--- config.mk ---
export PLATFORM = sky130hd
export DESIGN_NAME = alu_issue_ctrl_flat
export DESIGN_NICKNAME = d
export VERILOG_FILES = /design/src/rtl/alu_issue_ctrl_if.sv /design/src/rtl/alu_issue_ctrl.sv /design/src/flat_wrapper.sv
export SDC_FILE = /design/constraint.sdc
export NUM_CORES = 1
export LEC_CHECK = 0
export ABC_AREA = 0
export BUFFER_PORTS_ARGS = -buffer_cell sky130_fd_sc_hd__buf_2
export CORE_ASPECT_RATIO = 2
export CORE_MARGIN = 5
export CORE_UTILIZATION = 53
export CTS_BUF_LIST = sky130_fd_sc_hd__clkbuf_4 sky130_fd_sc_hd__clkbuf_8
export DETAILED_ROUTE_END_ITERATION = 8
export GPL_TIMING_DRIVEN = 0
export PLACE_DENSITY_LB_ADDON = 0.3
export RECOVER_POWER = 100
export SLEW_MARGIN = 20
export SYNTH_ARGS = -nofsm -noshare
export SYNTH_HDL_FRONTEND = slang
export SYNTH_SLANG_ARGS = --single-unit
--- constraint.sdc ---
create_clock -name clk -period 1.94 [get_ports clk]
set_input_delay 0.097 -clock clk [delete_from_list [all_inputs] [get_ports clk]]
set_output_delay 0.097 -clock clk [all_outputs]
set_load 0.1 [all_outputs]
--- src/rtl/alu_issue_ctrl_if.sv ---
// Handshake and ALU bus between the register-read stage, alu_issue_ctrl and the external ALU.
// master = alu_issue_ctrl side, slave = surrounding pipeline/ALU side.
interface alu_issue_ctrl_if #(
   parameter int WIDTH = 32,
   parameter int IMM_W = 16
);
   logic             in_valid;
   logic             in_ready;
   logic [5:0]       in_opcode;
   logic [5:0]       in_funct;
   logic [WIDTH-1:0] in_rs;
   logic [WIDTH-1:0] in_rt;
   logic [IMM_W-1:0] in_imm;
   logic [WIDTH-1:0] alu_a;
   logic [WIDTH-1:0] alu_b;
   logic [2:0]       alu_op;
   logic [WIDTH-1:0] alu_z;
   logic             alu_ex;
   logic             res_valid;
   logic             res_ready;
   logic [WIDTH-1:0] res_data;
   logic             res_taken;
   logic             res_err;

   modport master (
      input  in_valid, in_opcode, in_funct, in_rs, in_rt, in_imm,
      output in_ready,
      output alu_a, alu_b, alu_op,
      input  alu_z, alu_ex,
      output res_valid, res_data, res_taken, res_err,
      input  res_ready
   );

   modport slave (
      output in_valid, in_opcode, in_funct, in_rs, in_rt, in_imm,
      input  in_ready,
      input  alu_a, alu_b, alu_op,
      output alu_z, alu_ex,
      input  res_valid, res_data, res_taken, res_err,
      output res_ready
   );
endinterface

--- src/rtl/alu_issue_ctrl.sv ---
// ALU issue controller: latches one decoded instruction, drives the external ALU with registered
// operands, captures its result/zero flag and returns result plus branch decision over valid/ready.
module alu_issue_ctrl #(
   parameter int               WIDTH       = 32,
   parameter int               IMM_W       = 16,
   parameter logic [WIDTH-1:0] ILLEGAL_VAL = {WIDTH{1'b0}}
) (
   input  logic           clk,
   input  logic           rst_n,
   alu_issue_ctrl_if.master bus
);
   localparam logic [1:0] ST_IDLE   = 2'd0;
   localparam logic [1:0] ST_DECODE = 2'd1;
   localparam logic [1:0] ST_EXEC   = 2'd2;
   localparam logic [1:0] ST_DONE   = 2'd3;

   localparam logic [2:0] OP_AND = 3'b000;
   localparam logic [2:0] OP_OR  = 3'b001;
   localparam logic [2:0] OP_ADD = 3'b010;
   localparam logic [2:0] OP_SUB = 3'b110;
   localparam logic [2:0] OP_SLT = 3'b111;

   localparam int DEC_W = WIDTH + 4;

   logic [1:0]       state_r;
   logic             in_ready_r;
   logic [5:0]       opcode_r;
   logic [5:0]       funct_r;
   logic [WIDTH-1:0] rs_r;
   logic [WIDTH-1:0] rt_r;
   logic [IMM_W-1:0] imm_r;
   logic [WIDTH-1:0] alu_a_r;
   logic [WIDTH-1:0] alu_b_r;
   logic [2:0]       alu_op_r;
   logic             res_valid_r;
   logic [WIDTH-1:0] res_data_r;
   logic             res_taken_r;
   logic             res_err_r;

   logic [DEC_W-1:0] dec_s;
   logic             dec_legal_s;
   logic [2:0]       dec_op_s;
   logic [WIDTH-1:0] dec_b_s;

   // Packs {legal, alu_op, operand b}; unknown opcode/funct combinations come back illegal.
   function automatic logic [DEC_W-1:0] decode_f(
      input logic [5:0]       opc,
      input logic [5:0]       fn,
      input logic [WIDTH-1:0] rt,
      input logic [IMM_W-1:0] imm
   );
      logic [WIDTH-1:0] sext_v;
      logic [WIDTH-1:0] zext_v;
      logic [DEC_W-1:0] res_v;
      sext_v = {{(WIDTH-IMM_W){imm[IMM_W-1]}}, imm};
      zext_v = {{(WIDTH-IMM_W){1'b0}}, imm};
      res_v  = {1'b0, OP_AND, {WIDTH{1'b0}}};
      case (opc)
         6'h00: begin
            case (fn)
               6'h20:   res_v = {1'b1, OP_ADD, rt};
               6'h22:   res_v = {1'b1, OP_SUB, rt};
               6'h24:   res_v = {1'b1, OP_AND, rt};
               6'h25:   res_v = {1'b1, OP_OR,  rt};
               6'h2A:   res_v = {1'b1, OP_SLT, rt};
               default: res_v = {1'b0, OP_AND, {WIDTH{1'b0}}};
            endcase
         end
         6'h08:   res_v = {1'b1, OP_ADD, sext_v};
         6'h0A:   res_v = {1'b1, OP_SLT, sext_v};
         6'h0C:   res_v = {1'b1, OP_AND, zext_v};
         6'h0D:   res_v = {1'b1, OP_OR,  zext_v};
         6'h23:   res_v = {1'b1, OP_ADD, sext_v};
         6'h2B:   res_v = {1'b1, OP_ADD, sext_v};
         6'h04:   res_v = {1'b1, OP_SUB, rt};
         default: res_v = {1'b0, OP_AND, {WIDTH{1'b0}}};
      endcase
      return res_v;
   endfunction

   always_comb begin
      dec_s       = decode_f(opcode_r, funct_r, rt_r, imm_r);
      dec_legal_s = dec_s[DEC_W-1];
      dec_op_s    = dec_s[DEC_W-2 -: 3];
      dec_b_s     = dec_s[WIDTH-1:0];
   end

   // Issue FSM; ALU operands are only rewritten in DECODE so they stay frozen through EXEC.
   always_ff @(posedge clk) begin
      if (!rst_n) begin
         state_r     <= ST_IDLE;
         in_ready_r  <= 1'b1;
         opcode_r    <= 6'h00;
         funct_r     <= 6'h00;
         rs_r        <= {WIDTH{1'b0}};
         rt_r        <= {WIDTH{1'b0}};
         imm_r       <= {IMM_W{1'b0}};
         alu_a_r     <= {WIDTH{1'b0}};
         alu_b_r     <= {WIDTH{1'b0}};
         alu_op_r    <= OP_AND;
         res_valid_r <= 1'b0;
         res_data_r  <= {WIDTH{1'b0}};
         res_taken_r <= 1'b0;
         res_err_r   <= 1'b0;
      end else begin
         case (state_r)
            ST_IDLE: begin
               if (bus.in_valid) begin
                  opcode_r   <= bus.in_opcode;
                  funct_r    <= bus.in_funct;
                  rs_r       <= bus.in_rs;
                  rt_r       <= bus.in_rt;
                  imm_r      <= bus.in_imm;
                  in_ready_r <= 1'b0;
                  state_r    <= ST_DECODE;
               end else begin
                  state_r <= ST_IDLE;
               end
            end
            ST_DECODE: begin
               if (dec_legal_s) begin
                  alu_a_r  <= rs_r;
                  alu_b_r  <= dec_b_s;
                  alu_op_r <= dec_op_s;
                  state_r  <= ST_EXEC;
               end else begin
                  res_data_r  <= ILLEGAL_VAL;
                  res_taken_r <= 1'b0;
                  res_err_r   <= 1'b1;
                  res_valid_r <= 1'b1;
                  state_r     <= ST_DONE;
               end
            end
            ST_EXEC: begin
               res_data_r  <= bus.alu_z;
               res_taken_r <= (opcode_r == 6'h04) & bus.alu_ex;
               res_err_r   <= 1'b0;
               res_valid_r <= 1'b1;
               state_r     <= ST_DONE;
            end
            ST_DONE: begin
               if (bus.res_ready) begin
                  res_valid_r <= 1'b0;
                  in_ready_r  <= 1'b1;
                  state_r     <= ST_IDLE;
               end else begin
                  state_r <= ST_DONE;
               end
            end
            default: begin
               res_valid_r <= 1'b0;
               in_ready_r  <= 1'b1;
               state_r     <= ST_IDLE;
            end
         endcase
      end
   end

   assign bus.in_ready  = in_ready_r;
   assign bus.alu_a     = alu_a_r;
   assign bus.alu_b     = alu_b_r;
   assign bus.alu_op    = alu_op_r;
   assign bus.res_valid = res_valid_r;
   assign bus.res_data  = res_data_r;
   assign bus.res_taken = res_taken_r;
   assign bus.res_err   = res_err_r;

endmodule
--- src/flat_wrapper.sv ---
// flat-port wrapper written by rule: the top's interface ports become plain ports
module alu_issue_ctrl_flat 
#(
   parameter int               WIDTH       = 32,
   parameter int               IMM_W       = 16,
   parameter logic [WIDTH-1:0] ILLEGAL_VAL = {WIDTH{1'b0}}
)
  (clk, rst_n, bus_in_valid, bus_in_opcode, bus_in_funct, bus_in_rs, bus_in_rt, bus_in_imm, bus_in_ready, bus_alu_a, bus_alu_b, bus_alu_op, bus_alu_z, bus_alu_ex, bus_res_valid, bus_res_data, bus_res_taken, bus_res_err, bus_res_ready);
  alu_issue_ctrl_if #(.WIDTH(WIDTH), .IMM_W(IMM_W)) bus_i ();
  input  logic clk;
  input  logic rst_n;
  input wire logic [$bits(bus_i.in_valid)-1:0] bus_in_valid;
  input wire logic [$bits(bus_i.in_opcode)-1:0] bus_in_opcode;
  input wire logic [$bits(bus_i.in_funct)-1:0] bus_in_funct;
  input wire logic [$bits(bus_i.in_rs)-1:0] bus_in_rs;
  input wire logic [$bits(bus_i.in_rt)-1:0] bus_in_rt;
  input wire logic [$bits(bus_i.in_imm)-1:0] bus_in_imm;
  output wire logic [$bits(bus_i.in_ready)-1:0] bus_in_ready;
  output wire logic [$bits(bus_i.alu_a)-1:0] bus_alu_a;
  output wire logic [$bits(bus_i.alu_b)-1:0] bus_alu_b;
  output wire logic [$bits(bus_i.alu_op)-1:0] bus_alu_op;
  input wire logic [$bits(bus_i.alu_z)-1:0] bus_alu_z;
  input wire logic [$bits(bus_i.alu_ex)-1:0] bus_alu_ex;
  output wire logic [$bits(bus_i.res_valid)-1:0] bus_res_valid;
  output wire logic [$bits(bus_i.res_data)-1:0] bus_res_data;
  output wire logic [$bits(bus_i.res_taken)-1:0] bus_res_taken;
  output wire logic [$bits(bus_i.res_err)-1:0] bus_res_err;
  input wire logic [$bits(bus_i.res_ready)-1:0] bus_res_ready;
  assign bus_i.in_valid = bus_in_valid;
  assign bus_i.in_opcode = bus_in_opcode;
  assign bus_i.in_funct = bus_in_funct;
  assign bus_i.in_rs = bus_in_rs;
  assign bus_i.in_rt = bus_in_rt;
  assign bus_i.in_imm = bus_in_imm;
  assign bus_in_ready = bus_i.in_ready;
  assign bus_alu_a = bus_i.alu_a;
  assign bus_alu_b = bus_i.alu_b;
  assign bus_alu_op = bus_i.alu_op;
  assign bus_i.alu_z = bus_alu_z;
  assign bus_i.alu_ex = bus_alu_ex;
  assign bus_res_valid = bus_i.res_valid;
  assign bus_res_data = bus_i.res_data;
  assign bus_res_taken = bus_i.res_taken;
  assign bus_res_err = bus_i.res_err;
  assign bus_i.res_ready = bus_res_ready;
  alu_issue_ctrl #(.WIDTH(WIDTH), .IMM_W(IMM_W), .ILLEGAL_VAL(ILLEGAL_VAL)) u_core (.clk(clk), .rst_n(rst_n), .bus(bus_i));
endmodule
---- Yosys cells after proc, flatten, opt, wreduce, memory -nomap -nowiden ----
Cells that the tools add are included.
storage, ports and cells
  flip-flop bits (word level) ............. 197
  bits of input ports ..................... 129
  output and inout port bits .............. 103
  word-level logic and storage cells ...... 61
operators by class
  bitwise gates (word level) .............. 1
  mux-type cells .......................... 17
  reductions and logical operators ........ 11
  eq/ne operators ......................... 18
operator list
  kind                  number
  $pmux W36 S6          1
  $pmux W36 S5          1
  $pmux W32 S2          1
  $eq A6 B6 Y1 const B  7
  $mux W32              1
  $eq A6 B4 Y1 const B  4
  $pmux W2 S4           1
  $mux W1               7
  $eq A6 B3 Y1 const B  1
  $logic_not A6 Y1      1
  $ne A2 B2 Y1 const B  3
  $pmux W1 S2           3
  $reduce_and A2 Y1     3
  $reduce_and A3 Y1     2
  $eq A2 B2 Y1 const B  2
  $reduce_bool A2 Y1    2
  $pmux W1 S3           1
  $reduce_bool A3 Y1    1
  $reduce_or A3 Y1      1
  $eq A2 B1 Y1 const B  1
  $logic_not A2 Y1      1
  $mux W2               1
  $and A1 B1 Y1         1

---- Depth between registers and ports, before layout ----
  depth in word-level cells ............... 5
  gate-level depth with buffers ........... 8
  depth with buffers taken out ............ 5

---- Least setup slack after synthesis ----
OpenSTA, ideal clock, no wires.
  path type ............................... flip-flop to flip-flop
  from .................................... reg u_core.opcode_r[2]
  to ...................................... reg u_core.res_data_r[30], in the netlist u_core.bus.res_data[30]
  stages on the path, launching flop included .. 8
  buffers on the path ..................... 2
  clock period less this slack ............ 1.731 ns
  data arrival time ....................... 1.616 ns
  library setup time ...................... 0.115 ns
  data required time ...................... 1.825 ns
  slack ................................... 0.209 ns
  cell sequence ........................... dfxtp_1 -> buf_2 -> nand4b_1 -> o22ai_4 -> a311oi_4 -> buf_2 -> o21ai_0 -> and2_1
between the ends
  longest elaborated chain between the ends .. 5
  elaborated cells between the ends (all ways) .. 12
  those cells by class .................... eq/ne: 8; mux: 1; reduce/logical: 3
RTL lines
  element                                              RTL line               text
  from (decl)                                          alu_issue_ctrl.sv:27   logic [5:0] opcode_r;
  from (signal assigned)                               alu_issue_ctrl.sv:109  opcode_r <= bus.in_opcode;
  $eq A6 B4 Y1 / $eq A6 B6 Y1 (equally long branches)  alu_issue_ctrl.sv:58   case (opc)
  $reduce_or A3 Y1 (no source line)                    -
  $pmux W36 S6 *                                       alu_issue_ctrl.sv:58
  $ne A2 B2 Y1 (no source line) *                      -
  $reduce_and A2 Y1 (no source line) *                 -
  to (signal assigned)                                 alu_issue_ctrl.sv:102  res_data_r <= {WIDTH{1'b0}};
  to (signal assigned)                                 alu_issue_ctrl.sv:135  res_data_r <= bus.alu_z;
  to (decl)                                            alu_issue_ctrl.sv:36   logic [WIDTH-1:0] res_data_r;
Every way passes the cells marked *; elsewhere a longest branch is shown, timed or not.
A chain may end at the register's enable or synchronous reset.

---- Final worst setup path ----
  from .................................... reg u_core.opcode_r[3]
  to ...................................... reg u_core.alu_b_r[9], in the netlist u_core.bus.alu_b[9]
between the ends
  longest elaborated chain between the ends .. 4
  elaborated cells between the ends (all ways) .. 11
  those cells by class .................... eq/ne: 7; mux: 1; reduce/logical: 3
RTL lines
  element                                              RTL line               text
  $eq A6 B4 Y1 / $eq A6 B6 Y1 (equally long branches)  alu_issue_ctrl.sv:58
  $reduce_or A3 Y1 (no source line)                    -
  $pmux W36 S6 *                                       alu_issue_ctrl.sv:58
  $reduce_and A2 Y1 (no source line)                   -
  to (signal assigned)                                 alu_issue_ctrl.sv:99   alu_b_r <= {WIDTH{1'b0}};
  to (signal assigned)                                 alu_issue_ctrl.sv:123  alu_b_r <= dec_b_s;
  to (decl)                                            alu_issue_ctrl.sv:33   logic [WIDTH-1:0] alu_b_r;
Marks and branches as above.

==> flow_metrics.tcl <==
set metrics [dict create \
    p_int_mw 6.138 \
    p_total_mw 9.592 \
    area_growth_pct 42.07 \
    cp-startpoint "u_core.opcode_r[3]" \
    grt_pass1_vias 8075 \
    power_frac_seq_pct 47.1 \
    p_switching_mw 3.454 \
    rows 62 \
    firstDrtPassIters 4 \
    grt_max_degree 19 \
    coreArea_um2 14350 \
    finalInstanceArea_um2 10950 \
    drt_iter0_drc 323 \
    cp.arrival_ns 2.28 \
    yosys-top-cells-area "dfxtp_1 (51%), nand2_1 (16%), a21boi_0 (9.4%), a21boi_1 (2.9%), clkbuf_1 (2.9%)" \
    endpoint "u_core.bus.alu_b[9]" \
    r2r_start "u_core.opcode_r[3]" \
    min_path_type "in -> reg" \
    layout.cells.non_filler 1523 \
    hold_viol_final 0 \
    layout_common_cells "nand2_1 (322), dfxtp_1 (191), buf_2 (131), dlygate4sd3_1 (126), clkbuf_2 (124)" \
    grt_usage_pct 29.09 \
    clkTransAtPathRegs_ns 0.11 \
    ys_seq_elements 197 \
    wirelength_mm 24.83 \
    yosys.area.top_type_share_pct 51.19 \
    yosys.area.top_type "dfxtp_1" \
    cts_buffers 17 \
    root_buffer "clkbuf_8" \
    clock_skew_ns 0.01595 \
    nFillCells 1053 \
    ant_nets 0 \
    synth_edf_count 0 \
    ios 232 \
    maxSlewViolCount 0 \
    worstSetupPathType "reg -> reg" \
    syn_area_um2 7705 \
    clk_latency_ns 0.47 \
    p_clk_share_pct 26.8 \
    synth_nets 1065 \
    cts_tree "yes" \
    avgViaCountPerCell 5.117 \
    nets 1447 \
    placedInstanceArea_um2 9096 \
    timing.rr.end "u_core.bus.alu_b[9]" \
    syn_inst 936 \
    overflow 0 \
    grt_pass1_wl_mm 39.29 \
    wire_per_inst_um 16.30 \
    rsz0062_at_grt "true" \
    crit_fanout 10 \
    p_per_area_nw_per_um2 876.3 \
    p_leak_nw 4.612 \
    vias 7793 \
    period_share_pct 100.0 \
    start_util_pct 53.69 \
    globalplace.congestion 0.8583 \
    clk_path_buf_depth 2 \
    status "finished clean" \
    syn_area_per_cell_um2 8.232 \
    p_sw_share_pct 36.01 \
    fmax_mhz 515.5 \
    port_buffers 230 \
    cap_violations 0 \
    diodes 0 \
    period_minus_slack_ns 1.940 \
    r2r_slack_ns 0.00004 \
    drive_above_1_share_pct 25.09 \
    tightest_slew_ns 0.5775 \
    peakVddDrop_mv 0.7865 \
    placed_cells 1358 \
    dp_hpwl_mm 16.73 \
    fin_tns_setup_ns 0 \
    final_common_cell "nand2_1" \
    setup_violations 0 \
    drc 0 \
    yosys_warnings 0 \
    fp.dieW_um 95.26 \
    antenna_found_initial 0 \
    clock_sinks 197 \
    dieArea_um2 17200 \
    cp-start-kind "flip-flop" \
    ys_types 38 \
    whs_ns 0.07767 \
    cp-end-kind "flip-flop" \
    ys_async_sr_fraction_pct 0 \
    synth_ff_type "dfxtp_1" \
    ff2ff_path_depth 6 \
    timing.slew.headroom_pct 61.50 \
    worstPathRequired_ns 2.28 \
    combPwrFrac_pct 26.1 \
    h-tree-depth 4 \
    die-height_um 180.5 \
    seq_area_frac_synth_pct 51.19 \
]
==> cells by family after synthesis <==
| kind of cell | synth area share [%] |
|---|---|
| simple gates | 21.18 |
| compound gates | 23.03 |
| flops | 51.19 |
| buf+inv | 4.336 |
| mux | 0.2761 |
==> critical path, stage by stage, from the launching register on <==
cell,delay (ns)
dfxtp_2,0.40
or3b_1,0.41
o22ai_4,0.25
a2bb2oi_4,0.13
clkbuf_8,0.20
a221oi_1,0.33
nor2_1,0.09
==> synthesized netlist by cell type, drive strengths merged, types with 2 or more instances <==
library cell  number
a21boi           126
a21oi             36
a221oi            16
a31oi              5
and2              33
buf               14
clkbuf            59
dfxtp            197
inv                3
nand2            322
nand2b             2
nand3              3
nor2              24
nor2b              5
nor3               3
o211ai             2
o21ai             69
o22ai              2
==> layout make-up <==
class / instances / area [um^2] / area share, %
Buffer: 71 / 377.9 / 3.452
Timing Repair Buffer: 365 / 2481 / 22.67
Inverter: 3 / 11.26 / 0.1029
Clock buffer: 17 / 234.0 / 2.137
Sequential cell: 197 / 3951 / 36.10
Tap cell: 192 / 240.2 / 2.195
Clock inverter: 15 / 146.4 / 1.337
Multi-Input combinational cell: 663 / 3505 / 32.02
==> power by group through the flow <==
stage | Sequential, mW | Clock [mW] | Combinational [mW]
2_1_floorplan | 5.40 | 0 | 0.803
6_report | 4.51 | 2.57 | 2.51
4_1_cts | 4.50 | 2.64 | 2.44
3_5_place_dp | 4.58 | 0 | 2.19
3_3_place_gp | 4.57 | 0 | 2.17
5_1_grt | 4.55 | 2.79 | 2.69
==> metrics by stage <==
stage               utilization, %  setup slack [ns]
floorplan                        -            0.2088
global placement             63.38           -0.3270
detailed placement           63.38           -0.3337
CTS                          75.48          0.004361
global route                 76.28           -0.1211
finish                       76.28        0.00003619
==> registers in the layout, summed over array words and instances, names as in the netlist <==
register,flops
u_core.bus.alu_a,32
u_core.bus.alu_b,32
u_core.bus.res_data,32
u_core.rs_r,32
u_core.rt_r,32
u_core.imm_r,16
u_core.funct_r,6
u_core.opcode_r,6
u_core.bus.alu_op,3
u_core.state_r,2
u_core.bus.in_ready,1
u_core.bus.res_err,1
u_core.bus.res_taken,1
u_core.bus.res_valid,1
==> worst min-delay path by stage <==
stage / startpoint / end / slack, ns / depth (start not counted)
5_1_grt: bus_alu_ex / u_core.bus.res_taken / 0.11 / 4
3_3_place_gp: bus_in_rs[13] / u_core.rs_r[13] / 0.35 / 3
6_report: bus_alu_ex / u_core.bus.res_taken / 0.08 / 4
4_1_cts: bus_alu_ex / u_core.bus.res_taken / 0.06 / 4
2_1_floorplan: bus_in_imm[11] / u_core.imm_r[11] / 0.24 / 2
3_5_place_dp: bus_in_rs[0] / u_core.rs_r[0] / 0.36 / 3
==> per-layer routing <==
metal  routed length, um  up-vias  global-route usage [%]
met5                   0        -                       0
met4                1065        0                   14.63
met3                1545       73                   6.603
met2               13550      288                   53.86
met1                8673     3564                   29.11
li1                    -     3868                       -
==> timing repair <==
action                                  in CTS  in global routing
resized for setup                           21                 67
endpoints found under the hold margin      127                  0
endpoints found under the setup margin     175                140
buffers inserted                             5                  4
pin swaps                                    3                  2
hold buffers                               126                  0
gates cloned                                 0                  1
No activity file was read; power rests on OpenSTA's default activity.
